### src/rtl/seg_scan_if.sv
// ----------------------------------------------------------------------------
// seg_scan_if
//   Bundles the host-facing and decoder-facing signals of the seg_scan
//   display scan controller.
//
//   Host -> scanner : wr_en, wr_addr[2:0], wr_data[2:0], rot_en, rot_dir
//   Scanner -> decoder: data1[2:0] (segment select), data2[2:0] (digit
//                       select), frame_tick (one-cycle pulse per frame wrap)
//
//   master : the host/environment side (drives writes and rotation control)
//   slave  : the seg_scan controller itself
// ----------------------------------------------------------------------------
interface seg_scan_if;
  logic       wr_en;
  logic [2:0] wr_addr;
  logic [2:0] wr_data;
  logic       rot_en;
  logic       rot_dir;
  logic [2:0] data1;
  logic [2:0] data2;
  logic       frame_tick;

  modport master (
    output wr_en, wr_addr, wr_data, rot_en, rot_dir,
    input  data1, data2, frame_tick
  );

  modport slave (
    input  wr_en, wr_addr, wr_data, rot_en, rot_dir,
    output data1, data2, frame_tick
  );
endinterface

### src/rtl/seg_scan.sv
// ----------------------------------------------------------------------------
// seg_scan
//   Display scan controller feeding a 7-segment decoder. Stores one 3-bit
//   position value per digit (six digits), cycles through the digits with a
//   DIV-cycle dwell each, and optionally rotates the stored values by one
//   place at every frame wrap (marquee effect).
//
//   Parameters
//     DIV        : clock cycles each digit is displayed (DIV >= 1)
//   Ports
//     clk        : clock, rising-edge active
//     rst_n      : asynchronous active-low reset
//     bus.wr_en/wr_addr/wr_data : host write into the value store
//                                 (addresses 6 and 7 are ignored)
//     bus.rot_en/rot_dir        : rotate at frame wrap (0 = left, 1 = right)
//     bus.data2  : registered digit select, always 0..5
//     bus.data1  : segment select, combinational read of val[data2]
//     bus.frame_tick : registered one-cycle pulse, high while data2 first
//                      shows 0 of a new frame
// ----------------------------------------------------------------------------
module seg_scan #(
  parameter int DIV = 50000
) (
  input  logic        clk,
  input  logic        rst_n,
  seg_scan_if.slave   bus
);

  localparam int            CW        = (DIV > 1) ? $clog2(DIV) : 1;
  localparam logic [CW-1:0] CNT_LAST  = CW'(DIV - 1);
  localparam logic [2:0]    DIG_LAST  = 3'd5;
  localparam int            NUM_DIG   = 6;

  logic [CW-1:0] cnt_q, cnt_d;
  logic [2:0]    dig_q, dig_d;
  logic [2:0]    val_q [NUM_DIG];
  logic [2:0]    val_d [NUM_DIG];
  logic          frame_tick_q, frame_tick_d;

  logic          tick;
  logic          fb;
  logic [2:0]    rot_val [NUM_DIG];
  logic [2:0]    data1;

  // With DIV == 1 the counter is a single bit pinned at 0, so tick is
  // permanently high and the scan advances every cycle.
  assign tick = (cnt_q == CNT_LAST);
  assign fb   = tick && (dig_q == DIG_LAST);

  // NOTE: every signal written in an always_comb gets a default assignment
  // first, so no path leaves it unassigned and no latch is inferred.
  always_comb begin
    cnt_d        = tick ? '0 : cnt_q + CW'(1);
    dig_d        = dig_q;
    frame_tick_d = fb;
    if (tick) begin
      dig_d = (dig_q == DIG_LAST) ? 3'd0 : dig_q + 3'd1;
    end
  end

  // Rotation is computed first; the host write then overrides the rotated
  // entry at its address, so a write in the frame-wrap cycle always lands
  // exactly where the host asked.
  always_comb begin
    for (int i = 0; i < NUM_DIG; i++) begin
      rot_val[i] = val_q[i];
    end
    if (fb && bus.rot_en) begin
      for (int i = 0; i < NUM_DIG; i++) begin
        if (!bus.rot_dir) begin
          rot_val[i] = val_q[(i + 1) % NUM_DIG];
        end else begin
          rot_val[i] = val_q[(i + NUM_DIG - 1) % NUM_DIG];
        end
      end
    end
  end

  // Addresses 6 and 7 never match any index, so they fall through as no-ops.
  always_comb begin
    for (int i = 0; i < NUM_DIG; i++) begin
      val_d[i] = rot_val[i];
      if (bus.wr_en && (bus.wr_addr == 3'(i))) begin
        val_d[i] = bus.wr_data;
      end
    end
  end

  // NOTE: state registers use non-blocking assignments so every flop samples
  // its pre-edge inputs regardless of block evaluation order.
  always_ff @(posedge clk or negedge rst_n) begin
    if (!rst_n) begin
      cnt_q        <= '0;
      dig_q        <= '0;
      frame_tick_q <= 1'b0;
    end else begin
      cnt_q        <= cnt_d;
      dig_q        <= dig_d;
      frame_tick_q <= frame_tick_d;
    end
  end

  // NOTE: the value store is a small register file that must read back as
  // all-zero right after reset, so it is reset like any other flop rather
  // than being left to come up undefined.
  always_ff @(posedge clk or negedge rst_n) begin
    if (!rst_n) begin
      for (int i = 0; i < NUM_DIG; i++) begin
        val_q[i] <= '0;
      end
    end else begin
      for (int i = 0; i < NUM_DIG; i++) begin
        val_q[i] <= val_d[i];
      end
    end
  end

  // Explicit mux rather than an array index: dig_q is 3 bits but only 0..5
  // exist, and this keeps the read well defined without an out-of-range slot.
  always_comb begin
    data1 = '0;
    for (int i = 0; i < NUM_DIG; i++) begin
      if (dig_q == 3'(i)) begin
        data1 = val_q[i];
      end
    end
  end

  assign bus.data1      = data1;
  assign bus.data2      = dig_q;
  assign bus.frame_tick = frame_tick_q;

endmodule

### src/flat_wrapper.sv
// flat-port wrapper written by rule: the top's interface ports become plain ports
module seg_scan_flat 
#(
  parameter int DIV = 50000
)
  (clk, rst_n, bus_wr_en, bus_wr_addr, bus_wr_data, bus_rot_en, bus_rot_dir, bus_data1, bus_data2, bus_frame_tick);
  seg_scan_if bus_i ();
  input  logic clk;
  input  logic rst_n;
  input wire logic [$bits(bus_i.wr_en)-1:0] bus_wr_en;
  input wire logic [$bits(bus_i.wr_addr)-1:0] bus_wr_addr;
  input wire logic [$bits(bus_i.wr_data)-1:0] bus_wr_data;
  input wire logic [$bits(bus_i.rot_en)-1:0] bus_rot_en;
  input wire logic [$bits(bus_i.rot_dir)-1:0] bus_rot_dir;
  output wire logic [$bits(bus_i.data1)-1:0] bus_data1;
  output wire logic [$bits(bus_i.data2)-1:0] bus_data2;
  output wire logic [$bits(bus_i.frame_tick)-1:0] bus_frame_tick;
  assign bus_i.wr_en = bus_wr_en;
  assign bus_i.wr_addr = bus_wr_addr;
  assign bus_i.wr_data = bus_wr_data;
  assign bus_i.rot_en = bus_rot_en;
  assign bus_i.rot_dir = bus_rot_dir;
  assign bus_data1 = bus_i.data1;
  assign bus_data2 = bus_i.data2;
  assign bus_frame_tick = bus_i.frame_tick;
  seg_scan #(.DIV(DIV)) u_core (.clk(clk), .rst_n(rst_n), .bus(bus_i));
endmodule
### config.mk
export PLATFORM = sky130hd
export DESIGN_NAME = seg_scan_flat
export DESIGN_NICKNAME = d
export VERILOG_FILES = /design/src/rtl/seg_scan_if.sv /design/src/rtl/seg_scan.sv /design/src/flat_wrapper.sv
export SDC_FILE = /design/constraint.sdc
export NUM_CORES = 1
export LEC_CHECK = 0
export CAP_MARGIN = 30
export CORE_ASPECT_RATIO = 0.7
export CORE_UTILIZATION = 45
export DETAILED_ROUTE_END_ITERATION = 10
export HOLD_SLACK_MARGIN = 0.12
export SLEW_MARGIN = 0
export SYNTH_ARGS = -nofsm -noshare
export SYNTH_HDL_FRONTEND = slang
export SYNTH_SLANG_ARGS = --single-unit
### constraint.sdc
create_clock -name clk -period 2.3 [get_ports clk]
set_clock_uncertainty 0.15 [all_clocks]
set_input_delay 0.23 -clock clk [delete_from_list [all_inputs] [get_ports clk]]
set_output_delay 0.23 -clock clk [all_outputs]
set_load 0.1 [all_outputs]
* Yosys cells after proc, flatten, opt, wreduce, memory -nomap -nowiden
Index checks and enable logic that the tools add are counted. Widths: inputs -> output; s select.
Word-level totals: register bits after elaboration 38
Operators by class: add/sub/neg operators 2, equality and inequality tests 11, multiplexer cells 21, reductions and logical operators 16
Operators by type and width (count):
- $mux 3 | 19
- $mux 18 | 1
- $add 16x1->16 const B | 1
- $eq 16x16->1 const B | 1
- $mux 16 | 1
- $eq 3x2->1 const B | 4
- $eq 3x3->1 const B | 4
- $reduce_bool 2->1 | 6
- $logic_and 1x1->1 | 8
- $eq 3x1->1 const B | 2
- $logic_not 3->1 | 2
- $add 3x1->3 const B | 1

* Depth between registers and ports, before layout
Gate-level depths: netlist (run 1).
depth after elaboration 7, depth in mapped cells 8, depth with buffers taken out 6

* Worst setup path after synthesis (run 1)
OpenSTA, ideal clock, no wires.
path kind register to output, from register u_core.dig_q[0], in the netlist u_core.bus.data2[0], to output port bus_data1[0], arrival 4.262 ns, required time 1.920 ns, setup slack -2.342 ns, stages on the path, launching flop included 7, buffers on the path 2, path through dfrtp_1 > buf_2 > buf_1 > and2_1 > ha_1 > a221oi_1 > o31ai_1
Between the ends: cells in the longest elaborated chain, start to end 7, elaborated cells between the ends (all ways) 12
RTL lines:
- start: declaration | line seg_scan.sv:35 | logic [2:0] dig_q, dig_d;
- start signal: assignment | line seg_scan.sv:98 | dig_q <= dig_d;
- $logic_not 3->1 | line seg_scan.sv:123 | if (dig_q == 3'(i)) begin
- $mux 3 (5 in a row) | line seg_scan.sv:123
- $mux 3 * | line seg_scan.sv:123
- end: declaration | line flat_wrapper.sv:15 | output wire logic [$bits(bus_i.data1)-1:0] bus_data1;
Every way passes the cells marked *; elsewhere a longest branch is shown, timed or not.

* Worst setup path after layout (run 1)
from register u_core.dig_q[0], in the netlist u_core.bus.data2[0], to output port bus_data1[2]
The elaborated chain is that of the path after synthesis.

==> results of run 1 <==
[layout make-up]
type	count	area [µm²]
fillers	447	1980
multi-input cells	190	1400
flip-flops and latches	38	957
repair buffers	36	368
well taps	69	86.3
clock buffers	6	72.6
inverters	4	15.0
clock inverters	2	10.0
[metal layers]
metal  vias to the layer above  wire length, µm  global-route usage, %
met5                         -                0                      0
met4                         0               45                   4.84
met3                         7              333                   4.12
met2                        57             2340                   30.0
met1                       978             3270                   40.2
li1                        978                -                      -
[stage by stage]
| step | worst slack (ns) | power, mW |
|---|---|---|
| floorplan | -0.329 | 1.02 |
| global placement | 0.298 | 1.16 |
| detailed placement | 0.265 | 1.16 |
| CTS | -0.00788 | 1.61 |
| global route | -0.0129 | 1.68 |
| finish | 0.0332 | 1.61 |
[kinds of logic after synthesis]
| logic type | count (synthesis) | synth area share (%) |
|---|---|---|
| flops | 38 | 40.6 |
| compound gates | 72 | 23.6 |
| xor+xnor | 11 | 4.11 |
| buf+inv | 17 | 3.90 |
| fa+ha+maj | 2 | 1.07 |
| mux | 8 | 3.74 |
| simple gates | 97 | 23.0 |
[path summary, 6_finish.rpt]
check	endpoint	slack, ns	depth (start not counted)
worst max-delay path	bus_data1[2]	0.03	5
worst min-delay path	u_core.val_q[2]	0.22	2
worst max register to register	u_core.val_q[12]	0.29	5
worst min register to register	u_core.cnt_q[0]	0.35	1
max in group asynchronous	u_core.bus.data2[2]	1.27	3
min in group clk	u_core.cnt_q[0]	0.35	1
[cell usage after synthesis]
cell type	instances	area share, %
clkbuf_1	2	0.32
o31ai_1	21	6.7
dfrtp_1	38	41
buf_4	4	1.3
and3_1	2	0.53
xor2_1	7	2.6
nand4b_2	1	0.64
or4_1	1	0.32
a31o_2	1	0.37
and4_1	2	0.75
nand2b_1	3	0.80
nand2_1	30	4.8
nor3_1	4	0.85
inv_1	4	0.64
nor4b_4	1	1.0
ha_1	2	1.1
and2b_2	1	0.37
a2111oi_2	5	3.2
a2111oi_0	12	4.5
buf_1	2	0.32
nor2b_1	20	5.3
nor2_1	14	2.2
xnor2_1	4	1.5
buf_2	4	0.85
and2_1	3	0.80
mux2_2	6	2.9
a32oi_1	2	0.75
o21bai_1	1	0.32
buf_6	1	0.48
a21oi_1	23	4.9
nand3_1	6	1.3
nand3_2	1	0.43
o21ai_0	4	0.85
nand4_1	5	1.3
and4b_1	1	0.43
a221oi_1	2	0.75
and4bb_2	2	1.1
a2111oi_4	1	1.2
mux2i_1	2	0.85
[power breakdown]
group | switching (mW) | internal [mW]
logic | 0.189 | 0.159
registers | 0.0862 | 0.727
clock network | 0.241 | 0.210
[registers in the layout, summed over array words and instances, names as in the netlist]
signal	cells
u_core.val_q	18
u_core.cnt_q	16
u_core.bus.frame_tick	1
u_core.bus.data2	3
[worst max-delay path, delay by kind of cell (launching register included)]
kind                     cells  cell delay [ns]
buffers and inverters        1             0.19
flip-flops                   1             0.55
AND/OR/NAND/NOR              1             0.19
AO/OA/AOI/OAI                2             0.47
adder cells (fa/ha/maj)      1             0.19
[timing repair]
item,4_1_cts,5_1_grt
pin swaps,0,1
hold buffers,1,0
resized for setup,1,4
endpoints found under the setup margin,2,3
endpoints found under the hold margin,38,0
setup buffers,0,3
==> results.sh, run 1 <==
export IMPL_path_clk_slew_ns=0.08
export IMPL_relSlewSlack_pct=59.8
export IMPL_syn_nets=258
export IMPL_crit_chain="and2_4 -> ha_4 -> a32oi_1 -> o31ai_4 -> buf_12"
export IMPL_clk_latency_ns=0.29
export IMPL_portBuffers=17
export IMPL_critPathKind="register to output port"
export IMPL_track_usage_pct=23.6
export IMPL_antenna_cells=0
export IMPL_layout_common_cells="35 x dfrtp_1, 30 x nand2_1, 22 x a21oi_1, 19 x buf_4"
export IMPL_cts_tree="yes"
export IMPL_vias_per_cell=5.86
export IMPL_mappedNetlistArea_um2=2340
export IMPL_rows=21
export IMPL_ys_ff_latch=38
export IMPL_drc=0
export IMPL_ir_drop_uv=345
export IMPL_io_pins=18
export IMPL_vias=2020
export IMPL_fmax_mhz=441
export IMPL_finalHoldWorstSlack_ns=0.216
export IMPL_area_delta_synth_final_pct=24.0
export IMPL_endpoint_kind="output port"
export IMPL_drtPass1Iterations=4
export IMPL_dp_hpwl_mm=4.33
export IMPL_final_common_cell="dfrtp_1"
export IMPL_p_leak_nw=1.14
export IMPL_cp_arrival_ns=1.89
export IMPL_worst_path_max_fanout=11
export IMPL_finalNetCount=288
export IMPL_startpoint_type="register"
export IMPL_timing_final_crit_share_pct=98.6
export IMPL_globalplace_congestion=0.808
export IMPL_status="complete, no violations"
export IMPL_slowest_stage="dfrtp_4"
export IMPL_placed_area_um2=2750
export IMPL_r2r_start="u_core.cnt_q[7]"
export IMPL_slew_violations=0
export IMPL_setup_viol=0
export IMPL_clock_path_buffers=2
export IMPL_synthDistinctLibCells=39
export IMPL_fin_crit_ns=2.27
export IMPL_drtAntennaViolNets=0
export IMPL_synth_seq_area_share_pct=40.6
export IMPL_max_stage_delay_ns=0.55
export IMPL_hp_class="input port to asynchronous set/reset pin"
export IMPL_htreeDepth=2
export IMPL_cts_root_buf="clkbuf_8"
export IMPL_grt_antenna_before_repair=0
export IMPL_final_util_pct=59.4
export IMPL_coreArea_um2=4890
export IMPL_cts_made_buffers=5
export IMPL_syn_inst=245
export IMPL_power_density_nw_per_um2=555
export IMPL_grt_pass1_wl_mm=9.87
export IMPL_yosysWarnings=0
export IMPL_tns_ns=0
export IMPL_grt_start_max_net_pins=37
export IMPL_tightestPinTransition_ns=0.601
export IMPL_stdcell_count=345
export IMPL_postLayoutCellArea_um2=2900
export IMPL_first_iter_violations=198
export IMPL_wl_per_cell_um=17.3
export IMPL_initial_core_util_pct=47.9
export IMPL_cp_required_ns=1.92
export IMPL_dp_cells=333
export IMPL_wirelength_mm=5.98
export IMPL_finalHoldViolCount=0
export IMPL_drv_cap=0
export IMPL_die_h_um=62.4
export IMPL_die_x_um=88.2
export IMPL_drive_gt1_share_pct=24.3
export IMPL_worstSetupStartpoint="u_core.bus.data2[0]"
export IMPL_grt_pass1_vias=1819
export IMPL_cts_sinks=38
export IMPL_dieArea_um2=5500
export IMPL_grt_overflow=0
export IMPL_avgSynthCellArea_um2=9.56
Power figures use the tool's default switching activity.
==> run 2, diff against run 1 <==
--- a/config.mk
+++ b/config.mk
@@ -10,6 +10,7 @@
 export CORE_UTILIZATION = 45
 export DETAILED_ROUTE_END_ITERATION = 10
 export HOLD_SLACK_MARGIN = 0.12
+export SKIP_LAST_GASP = 1
 export SLEW_MARGIN = 0
 export SYNTH_ARGS = -nofsm -noshare
 export SYNTH_HDL_FRONTEND = slang
==> run 2 against run 1 <==
Against the previous run:
- routed wire length increased by 0.37%
- register-to-register slack hardly changed
- via count fell by 0.89%
- largest power group unchanged
- critical endpoint unchanged
- non-clock buffer count unchanged
- count of clock-buffer cells in the layout unchanged
- sequential share of layout area stayed put
- core utilization stayed put
==> results.sh, run 2 (synthesis gave the netlist of run 1 again) <==
export IMPL_max_stage_delay_ns=0.55
export IMPL_crit_chain="and2_4 -> ha_4 -> a32oi_1 -> o31ai_4 -> buf_12"
export IMPL_rows=21
export IMPL_area_delta_synth_final_pct=24.0
export IMPL_htreeDepth=2
export IMPL_startpoint_type="register"
export IMPL_postLayoutCellArea_um2=2900
export IMPL_cts_root_buf="clkbuf_8"
export IMPL_drv_cap=0
export IMPL_p_leak_nw=1.14
export IMPL_largest_register="u_core.val_q"
export IMPL_track_usage_pct=23.6
export IMPL_cts_sinks=38
export IMPL_layout_common_cells="35 x dfrtp_1, 30 x nand2_1, 22 x a21oi_1, 19 x buf_4"
export IMPL_tns_ns=0
export IMPL_initial_core_util_pct=47.9
export IMPL_grt_pass1_vias=1819
export IMPL_register_area_um2=957
export IMPL_final_common_cell="dfrtp_1"
export IMPL_globalplace_congestion=0.808
export IMPL_antenna_cells=0
export IMPL_r2r_start="u_core.cnt_q[7]"
export IMPL_setup_viol=0
export IMPL_total_power_mw=1.61
export IMPL_grt_overflow=0
export IMPL_crit_family="flip-flops"
export IMPL_first_iter_violations=162
export IMPL_drc=0
export IMPL_final_util_pct=59.4
export IMPL_grt_pass1_wl_mm=9.87
export IMPL_vias=2002
export IMPL_dp_hpwl_mm=4.33
export IMPL_dp_cells=333
export IMPL_endpoint_kind="output port"
export IMPL_cp_required_ns=1.92
export IMPL_finalNetCount=288
export IMPL_slowest_stage="dfrtp_4"
export IMPL_drtAntennaViolNets=0
export IMPL_grt_antenna_before_repair=0
export IMPL_nFillCells=447
export IMPL_wirelength_mm=6.00
export IMPL_largest_reg_flops=18
export IMPL_clk_latency_ns=0.29
export IMPL_multi_input_area_um2=1400
export IMPL_status="complete, no violations"
export IMPL_drtPass1Iterations=4
export IMPL_portBuffers=17
export IMPL_drive_gt1_share_pct=23.9
export IMPL_finalHoldWorstSlack_ns=0.217
export IMPL_rsz0062_at_grt="yes"
export IMPL_fin_crit_ns=2.26
export IMPL_placed_area_um2=2750
export IMPL_io_pins=18
export IMPL_coreArea_um2=4890
export IMPL_slew_violations=0
export IMPL_tightestPinTransition_ns=0.595
export IMPL_vias_per_cell=5.80
export IMPL_cts_made_buffers=5
export IMPL_die_x_um=88.2
export IMPL_path_clk_slew_ns=0.08
export IMPL_pre_cts_slack_ns=0.265
export IMPL_fmax_mhz=442
export IMPL_stdcell_count=345
export IMPL_critPathKind="register to output port"
export IMPL_worst_path_max_fanout=11
export IMPL_dieArea_um2=5500
export IMPL_cts_tree="yes"
export IMPL_wl_per_cell_um=17.4
export IMPL_setup_slack_ns=0.0352
export IMPL_ir_drop_uv=346
export IMPL_clock_path_buffers=2
export IMPL_cp_arrival_ns=1.88
export IMPL_relSlewSlack_pct=60.2
export IMPL_hp_class="input port to asynchronous set/reset pin"
export IMPL_crit_buf_inv=1
export IMPL_die_h_um=62.4
export IMPL_finalHoldViolCount=0
export IMPL_worstSetupStartpoint="u_core.bus.data2[0]"
export IMPL_power_density_nw_per_um2=555
export IMPL_timing_final_crit_share_pct=98.5
export IMPL_grt_start_max_net_pins=37
[run 2: path summary, 6_finish.rpt]
check / cells after the start / end / slack (ns)
setup / recovery: 5 / bus_data1[2] / 0.04
hold reg to reg: 1 / u_core.cnt_q[0] / 0.35
min in group clk: 1 / u_core.cnt_q[0] / 0.35
max in group asynchronous: 3 / u_core.bus.data2[2] / 1.27
setup reg to reg: 5 / u_core.val_q[12] / 0.28
hold / removal: 2 / u_core.val_q[2] / 0.22
[run 2: power by group]
group	switching [mW]	internal (mW)	total [mW]
logic	0.189	0.159	0.348
registers	0.0861	0.727	0.813
clock network	0.242	0.210	0.452
[run 2: cell type report]
class | count | area share (%)
inverter | 4 | 0.517
tap | 69 | 2.97
clock buffer | 6 | 2.50
multi-input combinational | 190 | 48.0
timing repair buffer | 36 | 12.7
clock inverter | 2 | 0.345
sequential | 38 | 33.0
[run 2: worst reg2reg max path, cell delays in order, from the launching register on]
cell and delay (ns):
dfrtp_1 0.46, nor4b_4 0.35, nand4b_2 0.14, buf_4 0.22
a2111oi_0 0.45, o31ai_1 0.12
[run 2: repair_timing]
item,CTS,global route
setup buffers,0,3
hold buffers,1,0
gates resized for setup,1,3
endpoints found under the hold margin,38,0
endpoints found under the setup margin,2,3
[run 2: per-layer routing]
| metal | vias up | track usage [%] | part of all wire (%) |
|---|---|---|---|
| met5 | - | 0 | 0 |
| met4 | 0 | 4.84 | 0.75 |
| met3 | 7 | 4.12 | 5.7 |
| met2 | 52 | 30.0 | 40 |
| met1 | 968 | 40.2 | 54 |
| li1 | 975 | - | - |
